--- src/rtl/uart_defs_pkg.sv ---
// Shared UART definitions: byte width, default baud multiplier and the
// receive-handshake FSM state encoding used by uart_rx_fifo.
package uart_defs_pkg;

   localparam int DATA_W    = 8;
   localparam int BAUD_MULT = 16;

   typedef enum logic {
      ST_IDLE = 1'b0,
      ST_ACK  = 1'b1
   } rx_state_t;

endpackage : uart_defs_pkg

--- src/rtl/uart_fifo_mem.sv ---
// Simple dual-port register array: synchronous write port, asynchronous
// read port. Contents are not reset; occupancy tracking lives in the owner.
module uart_fifo_mem #(
   parameter int ADDR_W = 4,
   parameter int DATA_W = 8
) (
   input  logic              clk,
   input  logic              wr_en_i,
   input  logic [ADDR_W-1:0] wr_addr_i,
   input  logic [DATA_W-1:0] wr_data_i,
   input  logic [ADDR_W-1:0] rd_addr_i,
   output logic [DATA_W-1:0] rd_data_o
);

   localparam int DEPTH = 2 ** ADDR_W;

   logic [DATA_W-1:0] mem_q [DEPTH];

   // Store the incoming byte at the write address.
   always_ff @(posedge clk) begin
      if (wr_en_i) begin
         mem_q[wr_addr_i] <= wr_data_i;
      end
   end

   assign rd_data_o = mem_q[rd_addr_i];

endmodule : uart_fifo_mem

--- src/rtl/uart_rx_fifo.sv ---
// Receive buffer between the UART receiver and user logic.
// Acknowledges the receiver with a four-phase valid/ready handshake (one byte
// per handshake) and offers a first-word-fall-through read port.
// Optional build macro UART_RX_FIFO_DROP_EN: bytes arriving while full are
// acknowledged and discarded, and the sticky o_overflow output is added.
// Without it, a full FIFO back-pressures the receiver by withholding ready.
module uart_rx_fifo
   import uart_defs_pkg::*;
#(
   parameter int DEPTH_LOG2 = 4
) (
   input  logic                  i_uart_clk,
   input  logic                  i_rst,
   input  logic [DATA_W-1:0]     i_rx_byte,
   input  logic                  i_rx_valid,
   output logic                  o_rx_ready,
   output logic [DATA_W-1:0]     o_rd_data,
   output logic                  o_rd_valid,
   input  logic                  i_rd_en,
   output logic [DEPTH_LOG2:0]   o_count,
`ifdef UART_RX_FIFO_DROP_EN
   output logic                  o_overflow,
`endif
   output logic                  o_full
);

   localparam logic [DEPTH_LOG2:0] FULL_CNT = {1'b1, {DEPTH_LOG2{1'b0}}};

   rx_state_t             state_q;
   logic                  rx_ready_q;
   logic [DEPTH_LOG2-1:0] wr_ptr_q;
   logic [DEPTH_LOG2-1:0] rd_ptr_q;
   logic [DEPTH_LOG2:0]   count_q;
   logic [DEPTH_LOG2:0]   count_d;
   logic [DATA_W-1:0]     rd_word;
   logic                  full;
   logic                  not_empty;
   logic                  accept;
   logic                  do_wr;
   logic                  do_pop;
`ifdef UART_RX_FIFO_DROP_EN
   logic                  overflow_q;
`endif

   // Decode write/pop for this cycle from the pre-edge flags and form next count.
   always_comb begin
      full      = (count_q == FULL_CNT);
      not_empty = (count_q != '0);
      accept    = (state_q == ST_IDLE) && i_rx_valid;
      do_wr     = accept && !full;
      do_pop    = i_rd_en && not_empty;
      count_d   = count_q;
      if (do_wr && !do_pop) begin
         count_d = count_q + 1'b1;
      end else if (!do_wr && do_pop) begin
         count_d = count_q - 1'b1;
      end
   end

   // Handshake FSM with registered ready (and sticky overflow when dropping).
   always_ff @(posedge i_uart_clk or posedge i_rst) begin
      if (i_rst) begin
         state_q    <= ST_IDLE;
         rx_ready_q <= 1'b0;
`ifdef UART_RX_FIFO_DROP_EN
         overflow_q <= 1'b0;
`endif
      end else begin
         case (state_q)
            ST_IDLE: begin
`ifdef UART_RX_FIFO_DROP_EN
               if (accept) begin
                  state_q    <= ST_ACK;
                  rx_ready_q <= 1'b1;
                  if (full) begin
                     overflow_q <= 1'b1;
                  end
               end
`else
               if (accept && !full) begin
                  state_q    <= ST_ACK;
                  rx_ready_q <= 1'b1;
               end
`endif
            end
            ST_ACK: begin
               if (!i_rx_valid) begin
                  state_q    <= ST_IDLE;
                  rx_ready_q <= 1'b0;
               end
            end
            default: begin
               state_q    <= ST_IDLE;
               rx_ready_q <= 1'b0;
            end
         endcase
      end
   end

   // Pointers wrap modulo depth; occupancy is kept in its own counter.
   always_ff @(posedge i_uart_clk or posedge i_rst) begin
      if (i_rst) begin
         wr_ptr_q <= '0;
         rd_ptr_q <= '0;
         count_q  <= '0;
      end else begin
         if (do_wr) begin
            wr_ptr_q <= wr_ptr_q + 1'b1;
         end
         if (do_pop) begin
            rd_ptr_q <= rd_ptr_q + 1'b1;
         end
         count_q <= count_d;
      end
   end

   uart_fifo_mem #(
      .ADDR_W (DEPTH_LOG2),
      .DATA_W (DATA_W)
   ) u_mem (
      .clk       (i_uart_clk),
      .wr_en_i   (do_wr),
      .wr_addr_i (wr_ptr_q),
      .wr_data_i (i_rx_byte),
      .rd_addr_i (rd_ptr_q),
      .rd_data_o (rd_word)
   );

   // Head byte is forced to zero while empty so stale storage never shows.
   assign o_rd_data  = not_empty ? rd_word : '0;
   assign o_rd_valid = not_empty;
   assign o_rx_ready = rx_ready_q;
   assign o_count    = count_q;
   assign o_full     = full;
`ifdef UART_RX_FIFO_DROP_EN
   assign o_overflow = overflow_q;
`endif

endmodule : uart_rx_fifo
--- config.mk ---
export PLATFORM = sky130hd
export DESIGN_NAME = uart_rx_fifo
export DESIGN_NICKNAME = d
export VERILOG_FILES = /design/src/rtl/uart_defs_pkg.sv /design/src/rtl/uart_fifo_mem.sv /design/src/rtl/uart_rx_fifo.sv
export SDC_FILE = /design/constraint.sdc
export NUM_CORES = 1
export LEC_CHECK = 0
export CAP_MARGIN = 20
export CORE_ASPECT_RATIO = 1.5
export CORE_MARGIN = 5
export CORE_UTILIZATION = 54
export CTS_CLUSTER_SIZE = 24
export DETAILED_ROUTE_END_ITERATION = 16
export HOLD_SLACK_MARGIN = 0.02
export PLACE_DENSITY = 0.76
export SYNTH_ARGS = -nofsm -noshare
export SYNTH_HDL_FRONTEND = slang
export SYNTH_SLANG_ARGS = --single-unit
--- constraint.sdc ---
create_clock -name i_uart_clk -period 2.55 [get_ports i_uart_clk]
set_clock_uncertainty 0.2 [all_clocks]
set_input_delay 0.51 -clock i_uart_clk [delete_from_list [all_inputs] [get_ports i_uart_clk]]
set_output_delay 0.51 -clock i_uart_clk [all_outputs]
set_load 0.02 [all_outputs]
==> flow_summary.ini <==
[detailed_routing]
drc = 0
ant_nets = 0
vias_per_cell = 5.74
drt-pass1-iter-count = 4
drt_iter0_drc = 196
dr_total_vias = 3187
drt_wl_total_um = 12400
post_drt_wl_per_cell_um = 22.4

[timing]
slew_headroom_pct = 53.3
hold_viol = 0
setup_viol = 10
min_period_ns = 2.90
worstMarginPinSlew_ns = 0.701
tns_ns = -2.54
whs_ns = 0.304
max_freq_mhz = 345
rsz0062_at_grt = true
fin_ws_ns = -0.349
drv_slew = 0
fin_crit_sh_pct = 114

[global_routing]
grt_max_degree = 17
grt_pass1_vias = 3479
grt_pass1_wl_um = 19200
antenna_found_initial = 0
overflow = 0
grt_usage_pct = 20.4

[pwr]
leakage_nw = 2.72
power_density_nw_per_um2 = 1150
ir_drop_mv = 0.685

[logic_synthesis]
yosysSeqAreaShare_pct = 70.8
synth.most_common_cell = edfxtp_1
syn_inst = 309
synthArstFlopShare_pct = 10.5
syn_area_um2 = 5960
avgSynthCellArea_um2 = 19.3
ys_top_cells_by_count = 128 x edfxtp_1, 22 x mux4_2, 15 x dfrtp_1, 12 x a21oi_1
synth_top_flop_cell = edfxtp_1
ys_top_cells_by_area = edfxtp_1 65%, mux4_2 8.3%, dfrtp_1 6.3%, mux4_1 4.4%, ha_1 1.9%
ys_types = 39
synth_seq_cells = 143
synth-edff-count = 128
synth_fp_nets = 331
yosys.area.top_type = edfxtp_1
yosys_warnings = 0
synth.top_cell.area_share_pct = 64.5

[worst_setup_path]
path_class = register to primary output
cp-start-kind = register
crit_fanout = 6
crit_required_ns = 1.84
worstPathArrival_ns = 2.19
cp-end-kind = primary output

[clock_network]
postCtsHoldBufs = 0
cts-htree-levels = 4
cts_buffers = 17
clk_latency_ns = 0.41
clock-sinks = 143
clkTransAtPathRegs_ns = 0.06
cts_buffer_depth = 2
cts-root-buf = clkbuf_16
cts_tree = done

[floorplanning]
core_area_um2 = 10900
rows = 47
io_pins = 28
die_x_um = 95.8
die_area_um2 = 13300
start_util_pct = 54.5
die_h_um = 139

[run_status]
status = finished, violations left
violations = negative setup slack

[finish]
instances_no_fill = 555
nets = 418
design_area_um2 = 7590
diodes = 0
utilization_pct = 69.4
area_delta_synth_final_pct = 27.3
drive_gt1_share_pct = 40.2

[placed_design]
gp_congestion = 0.803
portBuffers = 27
dp_hpwl_um = 8230
dp.cells = 515
placed_cell_area_um2 = 6830

[hold_path]
hold_class = input pin to async pin

[job]
maxCapViolCount = 0
==> metrics by stage <==
step	power, mW	worst slack, ns
CTS	8.61	-0.401
global route	9.17	-0.409
finish	8.73	-0.349
detailed placement	5.94	-0.383
floorplan	4.89	0.0196
global placement	5.88	-0.315
==> metal layers <==
layer  part of all wire [%]  wire, um  global-route usage [%]  vias to the layer above
li1                       -         -                       -                     1411
met1                     36      4460                    23.9                     1618
met2                     56      6950                    35.3                      139
met3                    6.3       778                    5.75                       19
met4                    1.8       227                    7.12                        0
met5                      0         0                       0                        -
==> worst max-delay path: stages (launching register included) <==
cell and delay (ns):
dfrtp_2 0.44, buf_6 0.17, mux4_2 0.51, mux2_4 0.29
o21ai_4 0.16, a21oi_2 0.05, buf_4 0.16
==> cell type report <==
class                           count  area, um2
Fill cell                         685       3350
Tap cell                          147        184
Multi-Input combinational cell    140       1680
Sequential cell                   143       4220
Timing Repair Buffer               84        868
Clock inverter                     14        166
Clock buffer                       17        425
Inverter                           10       40.0
==> cells in the final DEF (no fill, tap or decap), types with 7 or more instances in the layout <==
| master | instances |
|---|---|
| o21ai_2 | 7 |
| edfxtp_1 | 128 |
| buf_6 | 7 |
| clkbuf_16 | 17 |
| and2_1 | 9 |
| buf_12 | 13 |
| clkdlybuf4s50_1 | 17 |
| mux4_2 | 30 |
| xnor2_1 | 7 |
| mux2_4 | 7 |
| dfrtp_1 | 11 |
| mux2i_1 | 9 |
| nand2_1 | 8 |
| inv_1 | 8 |
| buf_4 | 43 |
==> kinds of logic (layout without fill, tap and decap cells) <==
kind of cell,Yosys count,in the layout,synth area share (%)
flops,143,143,70.8
buf+inv,26,125,3.00
compound gates,31,31,3.00
fa+ha+maj,10,10,2.23
xor+xnor,9,9,1.32
simple gates,40,40,3.70
mux,50,50,15.9
==> power breakdown <==
group	internal [mW]	switching [mW]
clock	1.53	0.915
sequential	2.79	0.230
combinational	1.76	1.51
total	6.07	2.65
==> sequential cells by signal (all words and copies together), names as in the netlist <==
signal,cells
u_mem.mem_q,128
o_count,5
rd_ptr_q,4
wr_ptr_q,4
o_rx_ready,1
state_q,1
==> path summary, 6_finish.rpt <==
check / start / endpoint / slack (ns) / cells past startpoint
worst max register to register: o_count[2]$_DFFE_PP0P_ / o_count[4]$_DFFE_PP0P_ / -0.03 / 11
worst max-delay path: rd_ptr_q[1]$_DFFE_PP0P_ / o_rd_data[1] / -0.35 / 6
min in group i_uart_clk: o_count[0]$_DFFE_PP0P_ / o_count[0]$_DFFE_PP0P_ / 0.35 / 1
max in group asynchronous: i_rst / rd_ptr_q[1]$_DFFE_PP0P_ / 1.36 / 2
worst min-delay path: i_rst / o_rx_ready$_DFFE_PP0P_ / 0.30 / 2
worst min register to register: o_count[0]$_DFFE_PP0P_ / o_count[0]$_DFFE_PP0P_ / 0.35 / 1
==> what timing repair did <==
action / 4_1_cts / 5_1_grt
setup buffers: 7 / 2
gates resized for setup: 67 / 34
gates cloned: 1 / 0
setup endpoints to repair: 12 / 13
hold endpoints to repair: 0 / 0
pin swaps: 7 / 12
Note: power is estimated with default switching activity, not from simulation.
==> RTL change 1, RTL diff (config.mk and constraints unchanged) <==
`DATA_W` is set to 8 in 2 places; all go to 12.
--- a/src/rtl/uart_defs_pkg.sv
+++ b/src/rtl/uart_defs_pkg.sv
@@ -2,7 +2,7 @@
 // receive-handshake FSM state encoding used by uart_rx_fifo.
 package uart_defs_pkg;
 
-   localparam int DATA_W    = 8;
+   localparam int DATA_W    = 12;
    localparam int BAUD_MULT = 16;
 
    typedef enum logic {
--- a/src/rtl/uart_fifo_mem.sv
+++ b/src/rtl/uart_fifo_mem.sv
@@ -2,7 +2,7 @@
 // read port. Contents are not reset; occupancy tracking lives in the owner.
 module uart_fifo_mem #(
    parameter int ADDR_W = 4,
-   parameter int DATA_W = 8
+   parameter int DATA_W = 12
 ) (
    input  logic              clk,
    input  logic              wr_en_i,
Interface: changed (resized i_rx_byte and o_rd_data); port bits go from 28 to 36. No check against the original RTL was run, so the function may have changed too.
==> RTL change 1 against the original RTL <==
Global-route usage grew 0.44 points. Design area up 35%. Via count up 36%. Setup slack got worse by 210 ps. Largest power group unchanged. The flow still finishes with violations (setup timing). Synthesized area is 40% higher. Power increased by 28%. Sequential cell count is 64 higher. Wire length grew 48%.
==> RTL change 1: results (changes against the original RTL) <==
[status]
status = finished with violations
failing_checks = setup timing

[drt]
total_vias_in_the_final_route = 4348  ; +36%
final_antenna_net_count = 0  ; unchanged
routed_wl_per_cell_um = 25.4  ; +14%
drt_first_iter_violations = 366  ; +87%
drtPass1Iterations = 5  ; +1

[setup_path]
regToRegSetupSlack_ps = -20
regToRegStartpoint = o_count[2]$_DFFE_PP0P_
cp_data_arrival_time_ps = 2400  ; +210 ps
cp_slowest_stage_delay_ps = 510  ; about the same
slowest_stage = sky130_fd_sc_hd__mux4_2
worstPathMaxFanout = 5  ; -1
worst_path_dominant_cell_family = multiplexers
reg2reg_to = o_count[4]$_DFFE_PP0P_
crit_start = rd_ptr_q[1]$_DFFE_PP0P_
r2r.worst_path.cells = 11  ; unchanged

[yosys]
async_reset_ff_frac = 0.0725  ; -0.0324
synth_ff_type = sky130_fd_sc_hd__edfxtp_1
postSynthNetCount = 436  ; +32%
netlist_top_cells_count = 192 x sky130_fd_sc_hd__edfxtp_1, 33 x sky130_fd_sc_hd__mux4_2, 16 x sky130_fd_sc_hd__a21oi_1
yosysWarningCount = 0  ; unchanged
synth_edf_count = 192  ; +50%
synth_seq_area_share = 0.734  ; +0.0259
synth_cell_type_count = 36  ; -7.7%
post_synth_main_area_contributors = sky130_fd_sc_hd__edfxtp_1 69%, sky130_fd_sc_hd__mux4_2 8.9%, sky130_fd_sc_hd__mux4_1 4.7%, sky130_fd_sc_hd__dfrtp_1 4.5%, sky130_fd_sc_hd__mux2_2 1.7%

[power]
leakagePower_nw = 3.56  ; +31%
max_rail_drop_vdd_uv = 742  ; +8.3%
power_switching_share = 0.311  ; +0.00725

[clock_tree]
cts_made_buffers = 18  ; +1
cts.reportedPaths.clkPinSlew_ps = 70
insertion_delay_ps = 490  ; +80 ps
clock_path_buffers = 3  ; +1
cts_max_level = 1  ; -3
clock_tree.root_cell = sky130_fd_sc_hd__clkbuf_16

[placed_design]
io_buffer_count = 35  ; +30%
placedInstanceArea_um2 = 9590  ; +40%
hpwl_mm = 11.0  ; +34%
gp_routability_congestion = 0.755  ; -6.0%

[global_routing]
grt_pass1_vias = 4593  ; +32%
grt.total_usage = 0.208  ; +0.00436
grt_first_pass_wirelength_mm = 28.2  ; +47%
grt_start_max_net_pins = 25  ; +8
antenna_violations_before_repair = 0  ; unchanged

[min_path]
holdCritPathClass = input pin to async pin

[sta]
fin_setup_tns_ps = -5930  ; -3390 ps
setup_slack_ps = -558  ; -209 ps
setup_viol_count_final = 13  ; +3
fin_hold_ws_ps = 222  ; -82.1 ps
worstMarginPinSlew_ps = 680  ; -20.7 ps

[final_layout]
largest_register = u_mem.mem_q
layout_cell_share_with_drive_strength_beyond_1 = 0.363  ; -0.0394
largest_register_ff_count = 192  ; +50%
diodes_inserted = 0  ; unchanged
num-nets-final = 539  ; +29%

-- RTL change 1: changes by cell type after synthesis, sizes merged --
cell | before | now
buf | 11 | 15
clkbuf | 5 | 6
mux2 | 9 | 13
a21oi | 12 | 16
o21ai | 11 | 15
edfxtp | 128 | 192
mux2i | 9 | 13
mux4 | 32 | 48
-- RTL change 1: what timing repair did --
action                                  4_1_cts  5_1_grt
endpoints found under the setup margin       15       15
gates resized for setup                      87       14
pin swaps                                     5        8
setup buffers                                 6        3
cloned                                        2        0
-- RTL change 1: power groups by stage --
stage               Sequential, mW  Combinational, mW  Clock, mW
CTS                           4.18               4.35       2.67
global placement              4.23               4.03          0
floorplan                     4.23               2.50          0
global route                  4.21               4.67       2.81
detailed placement            4.25               4.09          0
finish                        4.19               4.38       2.63
-- RTL change 1: cells by family (layout without fill, tap and decap cells) --
logic type	count (synthesis)	in the layout	share of synthesized area
XOR/XNOR	9	9	0.00942
AND/OR/NAND/NOR	40	40	0.0263
flip-flops	207	207	0.734
AO/OA/AOI/OAI	39	39	0.0262
buffers and inverters	31	145	0.0193
multiplexers	74	74	0.169
adder cells (fa/ha/maj)	10	10	0.0159
-- RTL change 1: worst max-delay path by stage --
stage          slack (ps)                      to
4_1_cts              -520            o_rd_data[2]
6_report             -560           o_rd_data[10]
5_1_grt              -600           o_rd_data[10]
3_5_place_dp         -380           o_rd_data[10]
2_1_floorplan          10  o_count[4]$_DFFE_PP0P_
3_3_place_gp         -370           o_rd_data[10]
-- RTL change 1: layout make-up --
cell class | instances | area (µm²)
clock buffers | 22 | 487
multi-input cells | 172 | 2140
inverters | 10 | 40.0
flip-flops and latches | 207 | 6150
clock inverters | 9 | 72.6
fillers | 973 | 4890
well taps | 199 | 249
repair buffers | 104 | 1120
-- RTL change 1: metrics by stage --
stage | instances | setup slack [ps]
CTS | 722 | -516
detailed placement | 683 | -381
global placement | 683 | -371
floorplan | 410 | 12.5
finish | 723 | -558
global route | 723 | -595
-- RTL change 1: layer usage --
layer  track usage  routed length (µm)
met1         0.255                6580
met3        0.0283                 922
met2         0.380               10300
met5             0                   0
met4        0.0719                 618
==> RTL change 2, RTL diff (same flow settings) <==
Made on the original files. Register the output `o_count` once more; this adds one clock of latency there. The other outputs are not delayed to match.
--- a/src/rtl/uart_rx_fifo.sv
+++ b/src/rtl/uart_rx_fifo.sv
@@ -130,7 +130,9 @@
    assign o_rd_data  = not_empty ? rd_word : '0;
    assign o_rd_valid = not_empty;
    assign o_rx_ready = rx_ready_q;
-   assign o_count    = count_q;
+   always_ff @(posedge i_uart_clk) begin
+      o_count <= count_q;
+   end
    assign o_full     = full;
 `ifdef UART_RX_FIFO_DROP_EN
    assign o_overflow = overflow_q;
Check against the original RTL: not equivalent (a bounded check fails within 4 cycles, from zero or initial values and one cycle with i_rst high).
==> RTL change 2 against the original RTL <==
The flow still finishes with violations (setup timing). Setup slack got worse by 80 ps. Design area is 2.2% higher. Largest power group unchanged. Die area rose by 1.6%. Critical path depth rose by 1. Wire length up 5.1%. Power is 2.5% higher. Sequential cell count grew 5. Synthesized area increased by 1.7%.
==> RTL change 2: results (changes against the original RTL) <==
[global_routing]
grt_first_pass_wirelength_mm = 20.2  ; +5.1%
grt_pass1_vias = 3525  ; +1.3%

[placed_design]
numPlacedInstances = 523  ; +1.6%

[setup_path]
regToRegStartpoint = count_q[2]$_DFFE_PP0P_
regToRegSetupSlack_ps = -70  ; -40 ps
cp_data_arrival_time_ps = 2270  ; +80 ps

[status]
failing_checks = setup timing
status = finished with violations

[sta]
setup_viol_count_final = 9  ; -1
worstMarginPinSlew_ps = 712  ; +11.5 ps
setup_slack_ps = -428  ; -79.7 ps

[power]
leakagePower_nw = 2.79  ; +2.6%
p_int_mw = 6.07  ; about the same
total_switching_power_mw = 2.87  ; +8.2%
p_comb_mw = 3.45  ; +6%
power.sequential.total_mw = 3.14  ; +4%
max_rail_drop_vdd_uv = 811  ; +18%

[yosys]
async_reset_ff_frac = 0.101  ; -0.00354
netlist_top_cells_count = 128 x sky130_fd_sc_hd__edfxtp_1, 23 x sky130_fd_sc_hd__mux4_2, 15 x sky130_fd_sc_hd__dfrtp_1
yosys.area_share.xor_xnor = 0.0130  ; -0.000224
synth_seq_area_share = 0.713  ; +0.00453
post_synth_main_area_contributors = sky130_fd_sc_hd__edfxtp_1 63%, sky130_fd_sc_hd__mux4_2 8.5%, sky130_fd_sc_hd__dfrtp_1 6.2%, sky130_fd_sc_hd__mux4_1 3.9%, sky130_fd_sc_hd__ha_1 1.9%
synth.area.mux_share = 0.154  ; -0.00497
synth_cell_type_count = 41  ; +5.1%
syn-instance-count = 315  ; +1.9%

[final_layout]
fillers = 689  ; +0.58%
layout_cell_share_with_drive_strength_beyond_1 = 0.385  ; -0.0168
stdcell_count = 565  ; +1.8%

[min_path]
holdCritPathClass = register to register

[drt]
drt_first_iter_violations = 253  ; +29%

-- RTL change 2: cell types whose count changed in the layout (fill, tap and decap cells not counted), sizes merged, moves of 2 or more --
cell    change
dfxtp       +5
clkinv      -2
bufinv      -3
buf         +3
inv         +6
-- RTL change 2: cells by family after synthesis --
group                    after synthesis
multiplexers                          49
buffers and inverters                 26
adder cells (fa/ha/maj)               10
flip-flops                           148
AO/OA/AOI/OAI                         32
XOR/XNOR                               9
AND/OR/NAND/NOR                       41
-- RTL change 2: final cells by class --
type / instances / share of cell area
well taps: 147 / 0.0237
repair buffers: 87 / 0.126
multi-input cells: 141 / 0.215
clock inverters: 14 / 0.0177
inverters: 10 / 0.00516
clock buffers: 18 / 0.0553
flip-flops and latches: 148 / 0.557
-- RTL change 2: routing by layer --
layer  GRT usage  part of all wire  routed length, µm  up-vias
met5           0                 0                  0        -
met4       0.102             0.037                489        0
met3      0.0545             0.051                666       33
met2       0.368              0.55               7150      134
met1       0.245              0.36               4740     1660
li1            -                 -                  -     1442
-- RTL change 2: per-stage QoR --
stage                     hold slack, ps  setup TNS (ps)  setup WS [ps]   util  area, µm²
after floorplan                      211               0           3.29      -       6070
after CTS                            263           -3460           -457  0.700       7700
after detailed placement             255           -3310           -355  0.632       6950
after global placement               265           -2880           -321  0.632       6950
final                                269           -2980           -428  0.705       7750
after global routing                 294           -3830           -491  0.705       7750
-- RTL change 2: timing repair --
action,CTS,global route
endpoints found under the hold margin,0,0
endpoints found under the setup margin,11,13
pin swaps,10,15
setup buffers,7,1
gates resized for setup,62,31
cloned,3,0
-- RTL change 2: worst max path at each step --
| stage | endpoint | from | slack (ps) |
|---|---|---|---|
| finish | o_rd_data[1] | rd_ptr_q[1]$_DFFE_PP0P_ | -430 |
| global route | o_rd_data[1] | rd_ptr_q[1]$_DFFE_PP0P_ | -490 |
| CTS | o_rd_data[1] | rd_ptr_q[1]$_DFFE_PP0P_ | -460 |
| detailed placement | o_rd_data[4] | rd_ptr_q[1]$_DFFE_PP0P_ | -350 |
| global placement | o_rd_data[4] | rd_ptr_q[1]$_DFFE_PP0P_ | -320 |
| floorplan | count_q[4]$_DFFE_PP0P_ | count_q[0]$_DFFE_PP0P_ | 3 |
-- RTL change 2: worst register-to-register path, stage by stage, from the launching register on --
cell and delay, ps:
sky130_fd_sc_hd__dfrtp_1 400, sky130_fd_sc_hd__nor4_4 380, sky130_fd_sc_hd__a211o_1 220, sky130_fd_sc_hd__inv_2 60, sky130_fd_sc_hd__ha_4 170, sky130_fd_sc_hd__buf_6 120
sky130_fd_sc_hd__fa_2 350, sky130_fd_sc_hd__nor2b_2 140, sky130_fd_sc_hd__o21a_1 180, sky130_fd_sc_hd__o211ai_1 130, sky130_fd_sc_hd__o311ai_1 140
